## src/rtl/fsm_step_n.sv

```systemverilog
// Two-button step selector: qualified up/down commands move a bounded or cyclic position register.
// Optional registered one-hot decode of the position when FSM_STEP_ONEHOT_EN is defined.
module fsm_step_n #(
    parameter int N_STATES = 4,
    parameter int W        = 2,
    parameter int WRAP     = 1,
    parameter int HOLD_CYC = 1
) (
    input  logic                clk,
    input  logic                reset_n,
    input  logic                en,
    input  logic                inA,
    input  logic                inB,
    output logic [W-1:0]        out_state,
    output logic                out_edge,
    output logic                out_err
`ifdef FSM_STEP_ONEHOT_EN
    ,
    output logic [N_STATES-1:0] out_onehot
`endif
);

    localparam logic [1:0]   CMD_IDLE = 2'b00;
    localparam logic [1:0]   CMD_UP   = 2'b10;
    localparam logic [1:0]   CMD_DN   = 2'b01;
    localparam logic [W-1:0] S_ZERO   = '0;
    localparam logic [W-1:0] S_ONE    = W'(1);
    localparam logic [W-1:0] S_MAX    = W'(N_STATES - 1);
    localparam logic [W:0]   S_LIMIT  = (W+1)'(N_STATES);
    localparam logic [8:0]   HOLD     = 9'(HOLD_CYC);

    generate
        if (N_STATES < 2 || N_STATES > 16 || (1 << W) < N_STATES ||
            HOLD_CYC < 1 || HOLD_CYC > 255 || WRAP < 0 || WRAP > 1) begin : g_bad_cfg
            $error("fsm_step_n: illegal parameter combination");
        end
    endgenerate

    logic [W-1:0] state;
    logic [W-1:0] state_nxt;
    logic [7:0]   qcnt;
    logic [7:0]   qcnt_nxt;
    logic [1:0]   prev_cmd;
    logic [1:0]   cmd;
    logic [1:0]   cmd_q;
    logic         active;
    logic [8:0]   run_len;
    logic         step;
    logic         edge_nxt;
    logic         err_nxt;

    // Qualification: run_len is the length of the current run including this edge.
    always_comb begin
        cmd     = en ? {inA, inB} : CMD_IDLE;
        active  = (cmd == CMD_UP) || (cmd == CMD_DN);
        cmd_q   = active ? cmd : CMD_IDLE;
        run_len = '0;
        if (active) begin
            if (cmd == prev_cmd) run_len = {1'b0, qcnt} + 9'd1;
            else                 run_len = 9'd1;
        end
        step     = active && (run_len >= HOLD);
        qcnt_nxt = step ? 8'd0 : run_len[7:0];
        err_nxt  = en && inA && inB;
    end

    always_comb begin
        state_nxt = state;
        edge_nxt  = 1'b0;
        if ({1'b0, state} >= S_LIMIT) begin
            // Unreachable encoding: recover to a legal state.
            state_nxt = S_ZERO;
        end else if (step && cmd == CMD_UP) begin
            if (state == S_MAX) begin
                edge_nxt  = 1'b1;
                state_nxt = (WRAP != 0) ? S_ZERO : S_MAX;
            end else begin
                state_nxt = state + S_ONE;
            end
        end else if (step && cmd == CMD_DN) begin
            if (state == S_ZERO) begin
                edge_nxt  = 1'b1;
                state_nxt = (WRAP != 0) ? S_MAX : S_ZERO;
            end else begin
                state_nxt = state - S_ONE;
            end
        end
    end

    always_ff @(posedge clk or negedge reset_n) begin
        if (!reset_n) begin
            state    <= S_ZERO;
            qcnt     <= 8'd0;
            prev_cmd <= CMD_IDLE;
            out_edge <= 1'b0;
            out_err  <= 1'b0;
        end else begin
            state    <= state_nxt;
            qcnt     <= qcnt_nxt;
            prev_cmd <= cmd_q;
            out_edge <= edge_nxt;
            out_err  <= err_nxt;
        end
    end

    assign out_state = state;

`ifdef FSM_STEP_ONEHOT_EN
    logic [N_STATES-1:0] onehot_nxt;

    always_comb begin
        onehot_nxt = '0;
        for (int i = 0; i < N_STATES; i++)
            onehot_nxt[i] = ({1'b0, state_nxt} == (W+1)'(i));
    end

    always_ff @(posedge clk or negedge reset_n) begin
        if (!reset_n) out_onehot <= N_STATES'(1);
        else          out_onehot <= onehot_nxt;
    end
`endif

endmodule

```

## config.mk

```make
export PLATFORM = sky130hd
export DESIGN_NAME = fsm_step_n
export DESIGN_NICKNAME = d
export VERILOG_FILES = /design/src/rtl/fsm_step_n.sv
export SDC_FILE = /design/constraint.sdc
export NUM_CORES = 1
export LEC_CHECK = 0
export BUFFER_PORTS_ARGS = -buffer_cell sky130_fd_sc_hd__buf_2
export CORE_AREA = 10 10 47 49
export CTS_BUF_LIST = sky130_fd_sc_hd__clkbuf_8
export CTS_CLUSTER_SIZE = 14
export DETAILED_ROUTE_END_ITERATION = 12
export DIE_AREA = 0 0 57 59
export GPL_TIMING_DRIVEN = 0
export PLACE_DENSITY = 0.74
export REMOVE_ABC_BUFFERS = 1
export SKIP_LAST_GASP = 1
export SYNTH_ARGS = -nofsm -noshare
export SYNTH_HDL_FRONTEND = slang
export SYNTH_SLANG_ARGS = --single-unit
```

## constraint.sdc

```tcl
create_clock -name clk -period 1.8 [get_ports clk]
set_clock_uncertainty 0.05 [all_clocks]
set_input_delay 0.54 -clock clk [delete_from_list [all_inputs] [get_ports clk]]
set_output_delay 0.54 -clock clk [all_outputs]
set_load 0.05 [all_outputs]
```

==> results_tabular.tex, run 1 <==
\begin{tabular}{lr}
\hline
Metric & Value \\
\hline
\multicolumn{2}{l}{\textbf{Placed design}} \\
Placement Cell Area & 790.8 um\^{}2 \\
Sum of net half-perimeters after detailed placement & around 1.1 mm \\
RePlAce Congestion & 0.7120 \\
DP Worst Slack & -101.6 ps \\
Port Buffers & 8 \\
\multicolumn{2}{l}{\textbf{Clocking}} \\
Buffer levels on the longest clock path & 2 \\
Clock latency at the later pin of the worst-skew pair & 250 ps \\
Depth of the CTS H-tree & 1 \\
Number of buffers added by the clock tree synthesis step & 3 \\
Buffer cell driving the clock tree root & sky130\_fd\_sc\_hd\_\_clkbuf\_8 \\
CTS tree & yes \\
Clock slew at the register clock pins of the worst setup and hold paths & 60 ps \\
Clock sink count & 14 \\
Post-CTS Hold Fix Bufs & 0 \\
\multicolumn{2}{l}{\textbf{Yosys}} \\
Cell count after synthesis & 64 \\
Count of synthesis-stage warnings from yosys & 0 \\
Proportion of synthesized chip area in sequential cells & 49.73\% \\
Netlist area before placement & 704.4 um\^{}2 \\
Mean Syn Cell Area & 11.01 um\^{}2 \\
Number of library cell types mapped by synthesis & 28 \\
Flip-flop and latch count after synthesis & 14 \\
\multicolumn{2}{l}{\textbf{Floorplanning}} \\
Core region area & 1401 um\^{}2 \\
I/O pin count & 9 \\
Starting density of the core & 50.27\% \\
Number of rows in the core area & 14 \\
Die height & 59 um \\
Die Area & 3363 um\^{}2 \\
Horizontal die dimension & 57 um \\
\multicolumn{2}{l}{\textbf{Timing}} \\
Final TNS setup & 0 ps \\
Worst setup slack after layout & between 30 and 40 ps \\
RSZ-0062 raised after global routing & true \\
Slew Viols, Final & 0 \\
Final critical-path share of the clock period & between 90\% and 100\% \\
Fmax & around 570 MHz \\
Setup Viol. Count Final & 0 \\
Minimum clock period & 1765 ps \\
Number of hold-slack violations in the final timing report & 0 \\
\multicolumn{2}{l}{\textbf{Layout}} \\
Count of nets after finishing & 96 \\
Count of fill cells added during filler insertion & approximately 110 \\
Area grow syn2layout & 25.40\% \\
Ratio of cells with drive above 1 in the final layout & 30.95\% \\
Antenna diode count & 0 \\
Final standard cell area without fillers & 883.3 um\^{}2 \\
\multicolumn{2}{l}{\textbf{Worst setup path}} \\
Source of the critical timing path & qcnt[0] \\
Capturing element type of the critical path & register \\
Required arrival time at the worst endpoint & between 1500 and 2000 ps \\
Critical-path maximum fanout & 4 \\
Sort of element at the start of the critical path & register \\
Arrival time reported for the critical path endpoint & 1870 ps \\
Launch instance of the worst register-to-register path & qcnt[0] \\
Crit Path Category & register to register \\
\multicolumn{2}{l}{\textbf{Routing}} \\
Number of nets with antenna violations after detailed routing & 0 \\
Average wire length per cell after detail routing & around 15 um \\
Via-to-Cell Ratio & 5.520 \\
Pre-Repair DR Iteration Count & 4 \\
Number of DRC markers in iteration 0 & 8 \\
Overall routed net length & roughly 1.5 mm \\
Via count & 552 \\
Number of design rule violations left after detail routing & 0 \\
\multicolumn{2}{l}{\textbf{Global routing}} \\
First-pass GRT wire length & around 2.4 mm \\
Remaining global-route overflow & 0 \\
Antenna violations before repair & 0 \\
Maximum number of pins on one net before global-route repair & 15 \\
Via count of the first global-routing pass & around 560 \\
GRT Overall Usage & 9.043\% \\
\multicolumn{2}{l}{\textbf{Worst hold path}} \\
Worst hold path class & input pin to async pin \\
\multicolumn{2}{l}{\textbf{Power and ir drop}} \\
PD cells & 1050 nW/um\^{}2 \\
P\_leak & 0.4198 nW \\
Maximum ir drop on the vdd rail & 698.6 uV \\
\multicolumn{2}{l}{\textbf{Outcome}} \\
Outcome & completed \\
\multicolumn{2}{l}{\textbf{Job}} \\
Max-cap violations & 0 \\
\hline
\end{tabular}
==> worst max-delay path: stages (launching register included) <==
cell and delay (ps):
sky130_fd_sc_hd__dfrtp_1 420, sky130_fd_sc_hd__buf_6 140, sky130_fd_sc_hd__and4_4 180, sky130_fd_sc_hd__a211oi_2 240, sky130_fd_sc_hd__nor2_2 70, sky130_fd_sc_hd__a311o_1 390
sky130_fd_sc_hd__a22oi_1 180
==> logic make-up after synthesis <==
family                     after synthesis  share of synthesized area (%)
xor gates and xnor gates                 2                          2.487
muxes                                    2                          2.842
DFF                                     14                          49.73
AOI/OAI and AO/OA                       14                          15.45
and+or+nand+nor                         21                          17.41
other                                    1                         0.5323
buffers and inverters                    5                          2.665
adders and majority gates                5                          8.881
==> final cells by class <==
class | instances | area [um^2] | area share, %
Timing Repair Buffer | 10 | 58.81 | 6.657
Multi-Input combinational cell | 52 | 392.9 | 44.48
Tap cell | 16 | 20.02 | 2.266
Sequential cell | 14 | 351.6 | 39.80
Clock buffer | 3 | 41.29 | 4.674
Inverter | 5 | 18.77 | 2.125
==> cells in the mapped netlist, drive strengths merged <==
cell | n | area (um^2)
a211oi | 1 | 12.51
a21oi | 2 | 10.01
a22oi | 1 | 7.510
a311o | 1 | 10.01
a311oi | 1 | 8.760
a31oi | 3 | 18.77
and2 | 1 | 6.260
and2b | 1 | 8.760
and3 | 1 | 6.260
and4 | 1 | 8.760
and4bb | 1 | 12.51
conb | 1 | 3.750
dfrtp | 14 | 350.3
ha | 5 | 62.56
inv | 5 | 18.77
mux2i | 2 | 20.02
nand2 | 7 | 26.28
nand3 | 1 | 10.01
nand3b | 1 | 7.510
nand4 | 3 | 18.77
nor2 | 3 | 11.26
o2111a | 1 | 11.26
o21a | 1 | 7.510
o21ai | 1 | 5.000
o22ai | 1 | 6.260
o32a | 1 | 11.26
or2 | 1 | 6.260
xor2 | 2 | 17.52
==> placed cells by master, fill, tap and decap left out, types with 3 or more instances in the layout <==
master	count
sky130_fd_sc_hd__inv_1	5
sky130_fd_sc_hd__a31oi_1	3
sky130_fd_sc_hd__dfrtp_1	13
sky130_fd_sc_hd__buf_2	8
sky130_fd_sc_hd__nand4_1	3
sky130_fd_sc_hd__clkbuf_8	3
sky130_fd_sc_hd__nand2_1	7
sky130_fd_sc_hd__conb_1	8
sky130_fd_sc_hd__ha_1	4
==> path summary, 6_finish.rpt <==
path,to,slack (ps),cells after the start
max in group asynchronous,qcnt[1],1320,1
max,out_state[1],40,6
min in group clk,out_err,530,2
min reg2reg,out_state[1],560,2
max reg2reg,out_state[1],40,6
min,out_err,130,1
==> report_power, final <==
part	internal (mW)	total, mW	switching, mW
registers	0.353	0.385	0.0327
clock network	0.147	0.246	0.0990
logic	0.0997	0.296	0.197
==> through the flow <==
step	util [%]	total power, mW	cells	hold slack [ps]
floorplan	-	0.5932	71	194.4
global placement	56.43	0.6523	95	394.6
detailed placement	56.43	0.6641	95	395.2
CTS	61.07	0.9225	99	131.6
global route	63.04	0.9909	100	140.7
finish	63.04	0.9279	100	125.4
==> sequential cells by signal, summed over array words and instances, names as in the netlist <==
register	count
out_err	1
out_state	2
prev_cmd	2
qcnt	8
out_edge	1
==> timing repair <==
action,4_1_cts,5_1_grt
endpoints found under the setup margin,3,3
buffers inserted,1,1
gates resized for setup,3,7
pin swaps,3,7
==> per-layer routing <==
metal / GRT usage (%) / part of all wire (%) / vias up / wire [um]
li1: - / - / 270 / -
met1: 8.685 / 39 / 264 / 564
met2: 15.04 / 52 / 11 / 763
met3: 4.936 / 6.0 / 7 / 88
met4: 5.369 / 2.7 / 0 / 39
met5: 0 / 0 / - / 0
No activity file was read; power rests on OpenSTA's default activity.
==> run 2: changes to the inputs <==
--- a/config.mk
+++ b/config.mk
@@ -12,7 +12,7 @@
 export DETAILED_ROUTE_END_ITERATION = 12
 export DIE_AREA = 0 0 57 59
 export GPL_TIMING_DRIVEN = 0
-export PLACE_DENSITY = 0.74
+export PLACE_DENSITY = 0.85
 export REMOVE_ABC_BUFFERS = 1
 export SKIP_LAST_GASP = 1
 export SYNTH_ARGS = -nofsm -noshare
==> results_tabular.tex, run 2 (synthesized netlist as in run 1, its figures left out) <==
\begin{tabular}{lr}
\hline
Metric & Value \\
\hline
\multicolumn{2}{l}{\textbf{Floorplanning}} \\
Horizontal die dimension & 57 um (unchanged) \\
Die Area & 3363 um\^{}2 (unchanged) \\
Starting density of the core & 50.27\% (unchanged) \\
I/O pin count & 9 (unchanged) \\
Core region area & 1401 um\^{}2 (unchanged) \\
Number of rows in the core area & 14 (unchanged) \\
Die height & 59 um (unchanged) \\
\multicolumn{2}{l}{\textbf{Layout}} \\
Ratio of cells with drive above 1 in the final layout & 28.57\% (-2.4 points) \\
Highest-count cells in the layout ignoring fill and taps & sky130\_fd\_sc\_hd\_\_dfrtp\_1 (12), sky130\_fd\_sc\_hd\_\_buf\_2 (8), sky130\_fd\_sc\_hd\_\_conb\_1 (8) \\
Count of fill cells added during filler insertion & 108 (-4.4\%) \\
Area grow syn2layout & 23.98\% \\
Flip-flop count of the largest register after layout & 8 (unchanged) \\
Footprint of the flip-flops and latches & 352.8 um\^{}2 (+0.36\%) \\
Antenna diode count & 0 (unchanged) \\
Multi-input gate area & 385.4 um\^{}2 (-1.9\%) \\
Post-Layout Cell Count & 100 (unchanged) \\
Count of nets after finishing & 96 (unchanged) \\
Register with the most flip-flops & qcnt \\
Most common cell after layout, fill and taps aside & sky130\_fd\_sc\_hd\_\_dfrtp\_1 \\
\multicolumn{2}{l}{\textbf{Clocking}} \\
Buffer cell driving the clock tree root & sky130\_fd\_sc\_hd\_\_clkbuf\_8 \\
CTS tree & yes \\
Number of buffers added by the clock tree synthesis step & 3 (unchanged) \\
Post-CTS Hold Fix Bufs & 0 (unchanged) \\
Buffer levels on the longest clock path & 2 (unchanged) \\
Clock sink count & 14 (unchanged) \\
Depth of the CTS H-tree & 1 (unchanged) \\
Clock latency at the later pin of the worst-skew pair & 240 ps (about the same) \\
Clock slew at the register clock pins of the worst setup and hold paths & 50 ps (about the same) \\
\multicolumn{2}{l}{\textbf{Routing}} \\
Pre-Repair DR Iteration Count & 4 (unchanged) \\
Average wire length per cell after detail routing & 12.33 um (-15\%) \\
Number of design rule violations left after detail routing & 0 (unchanged) \\
Number of DRC markers in iteration 0 & 3 (-5) \\
Via-to-Cell Ratio & 5.420 (-1.8\%) \\
Via count & 542 (-1.8\%) \\
Number of nets with antenna violations after detailed routing & 0 (unchanged) \\
Overall routed net length & 1.233 mm (-15\%) \\
\multicolumn{2}{l}{\textbf{Global routing}} \\
First-pass GRT wire length & 2.166 mm (-8.5\%) \\
Antenna violations before repair & 0 (unchanged) \\
Via count of the first global-routing pass & 552 (-0.54\%) \\
Maximum number of pins on one net before global-route repair & 15 (unchanged) \\
GRT Overall Usage & 7.498\% (-1.5 points) \\
Remaining global-route overflow & 0 (unchanged) \\
\multicolumn{2}{l}{\textbf{Timing}} \\
Fmax & 597.1 MHz (+5.4\%) \\
Final critical-path share of the clock period & 93.04\% (-5.0 points) \\
RSZ-0062 raised after global routing & false \\
Minimum clock period & 1675 ps (-90.10 ps) \\
Setup Viol. Count Final & 0 (unchanged) \\
Number of hold-slack violations in the final timing report & 0 (unchanged) \\
Slew Viols, Final & 0 (unchanged) \\
\multicolumn{2}{l}{\textbf{Worst setup path}} \\
Arrival time reported for the critical path endpoint & 1750 ps (-120 ps) \\
Required arrival time at the worst endpoint & 1880 ps (-20 ps) \\
Critical-path maximum fanout & 5 (+1) \\
Sort of element at the start of the critical path & register \\
Crit Path Category & register to register \\
Capturing element type of the critical path & register \\
\multicolumn{2}{l}{\textbf{Power and ir drop}} \\
PD cells & 1052 nW/um\^{}2 (+0.15\%) \\
Maximum ir drop on the vdd rail & 982.4 uV (+41\%) \\
Power consumption & 918.8 uW (-0.98\%) \\
P\_leak & 0.4192 nW (-0.15\%) \\
\multicolumn{2}{l}{\textbf{Placed design}} \\
Placed cell count & 95 (unchanged) \\
Sum of net half-perimeters after detailed placement & 964 um (-8.4\%) \\
RePlAce Congestion & 0.7554 (+6.1\%) \\
Port Buffers & 8 (unchanged) \\
\multicolumn{2}{l}{\textbf{Worst hold path}} \\
Worst hold path class & input pin to async pin \\
\multicolumn{2}{l}{\textbf{Outcome}} \\
Outcome & completed \\
\multicolumn{2}{l}{\textbf{Job}} \\
Max-cap violations & 0 (unchanged) \\
\hline
\end{tabular}
[run 2: timing repair]
item,CTS,global route
setup endpoints to repair,1,3
pin swaps,0,6
resized for setup,1,6
setup buffers,0,2
[run 2: layout make-up]
type	instances	area share (%)
inverter	5	2.149
tap	16	2.292
clock buffer	3	4.728
timing repair buffer	10	6.304
sequential	14	40.40
multi-input combinational	52	44.13
[run 2: where the power goes]
group | switching, mW | leakage, nW | internal, mW
Sequential | 0.0312 | 0.168 | 0.353
Clock | 0.0950 | 0.0216 | 0.147
Combinational | 0.195 | 0.230 | 0.0973
Total | 0.322 | 0.419 | 0.597
[run 2: critical path, cell delays in order, from the launching register on]
cell	delay, ps
sky130_fd_sc_hd__dfrtp_2	430
sky130_fd_sc_hd__ha_4	180
sky130_fd_sc_hd__or2_4	230
sky130_fd_sc_hd__a21oi_2	120
sky130_fd_sc_hd__o2111a_1	250
sky130_fd_sc_hd__a31oi_1	130
sky130_fd_sc_hd__and2_1	180
[run 2: final timing paths]
path,depth (start not counted),endpoint,slack (ps),startpoint
max in group asynchronous,1,qcnt[0],1320,reset_n
hold reg to reg,2,out_state[1],550,out_state[1]
min in group clk,2,out_err,510,inB
hold / removal,1,out_edge,130,reset_n
setup / recovery,6,out_edge,130,qcnt[1]
setup reg to reg,6,out_edge,130,qcnt[1]
[run 2: per-layer routing]
layer / wire [um] / global-route usage (%) / share of wire [%]
met1: 507 / 7.664 / 41
met2: 676 / 13.95 / 55
met3: 50 / 1.717 / 4.1
met4: 0 / 3.691 / 0
met5: 0 / 0 / 0
[run 2: per-stage QoR]
step	utilization (%)	setup TNS [ps]	setup slack, ps	cell area, um^2	hold WS, ps
2_1_floorplan	-	0	125.7	730.7	194.4
3_3_place_gp	56.43	0	13.09	790.8	388.1
3_5_place_dp	56.43	-0.8944	-0.8944	790.8	393.5
4_1_cts	59.55	0	22.74	834.6	138.8
5_1_grt	62.32	0	3.037	873.3	142.5
6_report	62.32	0	125.3	873.3	132.6
==> run 3: changes to the inputs <==
--- a/config.mk
+++ b/config.mk
@@ -6,13 +6,13 @@
 export NUM_CORES = 1
 export LEC_CHECK = 0
 export BUFFER_PORTS_ARGS = -buffer_cell sky130_fd_sc_hd__buf_2
-export CORE_AREA = 10 10 47 49
+export CORE_MARGIN = 10
+export CORE_UTILIZATION = 45
 export CTS_BUF_LIST = sky130_fd_sc_hd__clkbuf_8
 export CTS_CLUSTER_SIZE = 14
 export DETAILED_ROUTE_END_ITERATION = 12
-export DIE_AREA = 0 0 57 59
 export GPL_TIMING_DRIVEN = 0
-export PLACE_DENSITY = 0.85
+export PLACE_DENSITY_LB_ADDON = 0.25
 export REMOVE_ABC_BUFFERS = 1
 export SKIP_LAST_GASP = 1
 export SYNTH_ARGS = -nofsm -noshare
==> results_tabular.tex, run 3 (synthesized netlist as in run 1, its figures left out) <==
\begin{tabular}{lr}
\hline
Metric & Value \\
\hline
\multicolumn{2}{l}{\textbf{Outcome}} \\
Outcome & completed \\
\multicolumn{2}{l}{\textbf{Power and ir drop}} \\
PD cells & 1053 nW/um\^{}2 (about the same) \\
P\_leak & 0.4184 nW (-0.17\%) \\
Maximum ir drop on the vdd rail & 962.0 uV (-2.1\%) \\
\multicolumn{2}{l}{\textbf{Worst setup path}} \\
Number of buffers and inverters on the critical path & 0 (unchanged) \\
Critical-path maximum fanout & 5 (unchanged) \\
Required arrival time at the worst endpoint & 1870 ps (about the same) \\
CP top delay family & compound AO/OA/AOI/OAI gates \\
Cell-by-cell trace of the critical path & ha\_4 > or2\_2 > a21oi\_2 > o2111a\_1 > a311o\_1 > a22oi\_1 \\
Capturing element type of the critical path & register \\
Number of stages on the worst setup path & 6 (unchanged) \\
Cells on worst reg2reg path & 6 (unchanged) \\
Crit Path Category & register to register \\
Arrival time reported for the critical path endpoint & 1810 ps (+60 ps) \\
Worst stage delay on the critical path & 430 ps (about the same) \\
Worst path slowest cell & sky130\_fd\_sc\_hd\_\_dfrtp\_2 \\
Sort of element at the start of the critical path & register \\
\multicolumn{2}{l}{\textbf{Timing}} \\
Fmax & 574.3 MHz (-3.8\%) \\
Slew Viols, Final & 0 (unchanged) \\
Setup Viol. Count Final & 0 (unchanged) \\
Number of hold-slack violations in the final timing report & 0 (unchanged) \\
Final TNS setup & 0 ps (unchanged) \\
Minimum clock period & 1741 ps (+66.47 ps) \\
RSZ-0062 raised after global routing & true \\
Final critical-path share of the clock period & 96.73\% (+3.7 points) \\
\multicolumn{2}{l}{\textbf{Global routing}} \\
First-pass GRT wire length & 2.187 mm (+0.97\%) \\
Via count of the first global-routing pass & 521 (-5.6\%) \\
GRT Overall Usage & 8.140\% (+0.64 points) \\
Maximum number of pins on one net before global-route repair & 15 (unchanged) \\
Remaining global-route overflow & 0 (unchanged) \\
Antenna violations before repair & 0 (unchanged) \\
\multicolumn{2}{l}{\textbf{Job}} \\
Max-cap violations & 0 (unchanged) \\
\multicolumn{2}{l}{\textbf{Routing}} \\
Number of nets with antenna violations after detailed routing & 0 (unchanged) \\
Pre-Repair DR Iteration Count & 4 (unchanged) \\
Detailed route wirelength on metal2 & 543 um (-20\%) \\
Number of DRC markers in iteration 0 & 8 (+5) \\
Via count & 512 (-5.5\%) \\
Highest routed layer & met4 \\
Routed met1 length & 604 um (+19\%) \\
Number of design rule violations left after detail routing & 0 (unchanged) \\
Average wire length per cell after detail routing & 12.32 um (about the same) \\
Overall routed net length & 1.232 mm (about the same) \\
WL met3 & 45 um (-10\%) \\
Via-to-Cell Ratio & 5.120 (-5.5\%) \\
\multicolumn{2}{l}{\textbf{Floorplanning}} \\
Horizontal die dimension & 59.57 um (+4.5\%) \\
Number of rows in the core area & 14 (unchanged) \\
I/O pin count & 9 (unchanged) \\
Core region area & 1489 um\^{}2 (+6.3\%) \\
Starting density of the core & 47.31\% (-3.0 points) \\
Die height & 59.57 um (+0.96\%) \\
Die Area & 3548 um\^{}2 (+5.5\%) \\
\multicolumn{2}{l}{\textbf{Clocking}} \\
Clock sink count & 14 (unchanged) \\
Buffer levels on the longest clock path & 2 (unchanged) \\
Buffer cell driving the clock tree root & sky130\_fd\_sc\_hd\_\_clkbuf\_8 \\
Clock slew at the register clock pins of the worst setup and hold paths & 60 ps (about the same) \\
CTS tree & yes \\
Number of buffers added by the clock tree synthesis step & 3 (unchanged) \\
Depth of the CTS H-tree & 1 (unchanged) \\
Clock latency at the later pin of the worst-skew pair & 250 ps (about the same) \\
\multicolumn{2}{l}{\textbf{Layout}} \\
Count of nets after finishing & 96 (unchanged) \\
Area grow syn2layout & 22.91\% \\
Antenna diode count & 0 (unchanged) \\
Ratio of cells with drive above 1 in the final layout & 27.38\% (-1.2 points) \\
Flip-flop count of the largest register after layout & 8 (unchanged) \\
Post-Layout Cell Count & 100 (unchanged) \\
Register with the most flip-flops & qcnt \\
Most common cell after layout, fill and taps aside & sky130\_fd\_sc\_hd\_\_dfrtp\_1 \\
Post-Route Utilization & 58.15\% (-4.2 points) \\
Highest-count cells in the layout ignoring fill and taps & sky130\_fd\_sc\_hd\_\_dfrtp\_1 (12), sky130\_fd\_sc\_hd\_\_buf\_2 (8), sky130\_fd\_sc\_hd\_\_conb\_1 (8) \\
\multicolumn{2}{l}{\textbf{Placed design}} \\
Sum of net half-perimeters after detailed placement & 935.8 um (-2.9\%) \\
Port Buffers & 8 (unchanged) \\
RePlAce Congestion & 0.7957 (+5.3\%) \\
Placed cell count & 95 (unchanged) \\
\multicolumn{2}{l}{\textbf{Worst hold path}} \\
Worst hold path class & input pin to async pin \\
\hline
\end{tabular}
[run 3: cell count changes in the layout (fill, tap and decap cells not counted)]
cell,previous run,this run
sky130_fd_sc_hd__a22oi_1,0,1
sky130_fd_sc_hd__a22oi_2,1,0
sky130_fd_sc_hd__or2_2,0,1
sky130_fd_sc_hd__or2_4,1,0
[run 3: path summary, 6_finish.rpt]
check / start / endpoint / slack (ps)
min in group clk: inB / out_err / 500
setup reg to reg: qcnt[0] / out_state[1] / 60
setup / recovery: qcnt[0] / out_state[1] / 60
max in group asynchronous: reset_n / qcnt[1] / 1320
hold reg to reg: out_state[0] / out_state[0] / 550
hold / removal: reset_n / out_edge / 130
[run 3: per-stage QoR]
| step | worst slack, ps | area, um^2 | hold WS, ps | power (mW) |
|---|---|---|---|---|
| 4_1_cts | 15.60 | 834.6 | 140.8 | 0.9171 |
| 3_3_place_gp | -10.45 | 790.8 | 393.8 | 0.6533 |
| 2_1_floorplan | 125.7 | 730.7 | 194.4 | 0.5932 |
| 6_report | 58.81 | 865.8 | 126.6 | 0.9117 |
| 3_5_place_dp | -25.44 | 790.8 | 405.1 | 0.6588 |
| 5_1_grt | -19.19 | 865.8 | 150.9 | 0.9777 |
[run 3: cell type report]
type	count	area (um^2)
fillers	122	623.1
multi-input cells	52	377.9
flip-flops and latches	14	352.8
repair buffers	10	55.05
clock buffers	3	41.29
well taps	16	20.02
inverters	5	18.77
[run 3: timing repair]
item / in CTS / in global routing
hold endpoints to repair: 0 / 0
resized for setup: 1 / 4
endpoints found under the setup margin: 3 / 3
pin swaps: 0 / 1
buffers inserted: 0 / 2
hold buffers: 0 / 0
[run 3: layer usage]
layer  vias up  GRT usage [%]
met2         7          11.74
met5         -              0
met3         5          2.575
li1        270              -
met1       230          9.901
met4         0          5.769
[run 3: report_power, final]
group          internal (mW)  total (mW)  switching, mW  leakage (nW)
Combinational         0.0892       0.277          0.188         0.229
Clock                  0.148       0.253          0.105        0.0216
Sequential             0.352       0.382         0.0297         0.168
[run 3: worst reg2reg max path: cells and delay by family (launching register included)]
kind	cells	cell delay [ps]
adders and majority gates	1	180
AOI/OAI and AO/OA	4	670
and+or+nand+nor	1	280
DFF	1	430
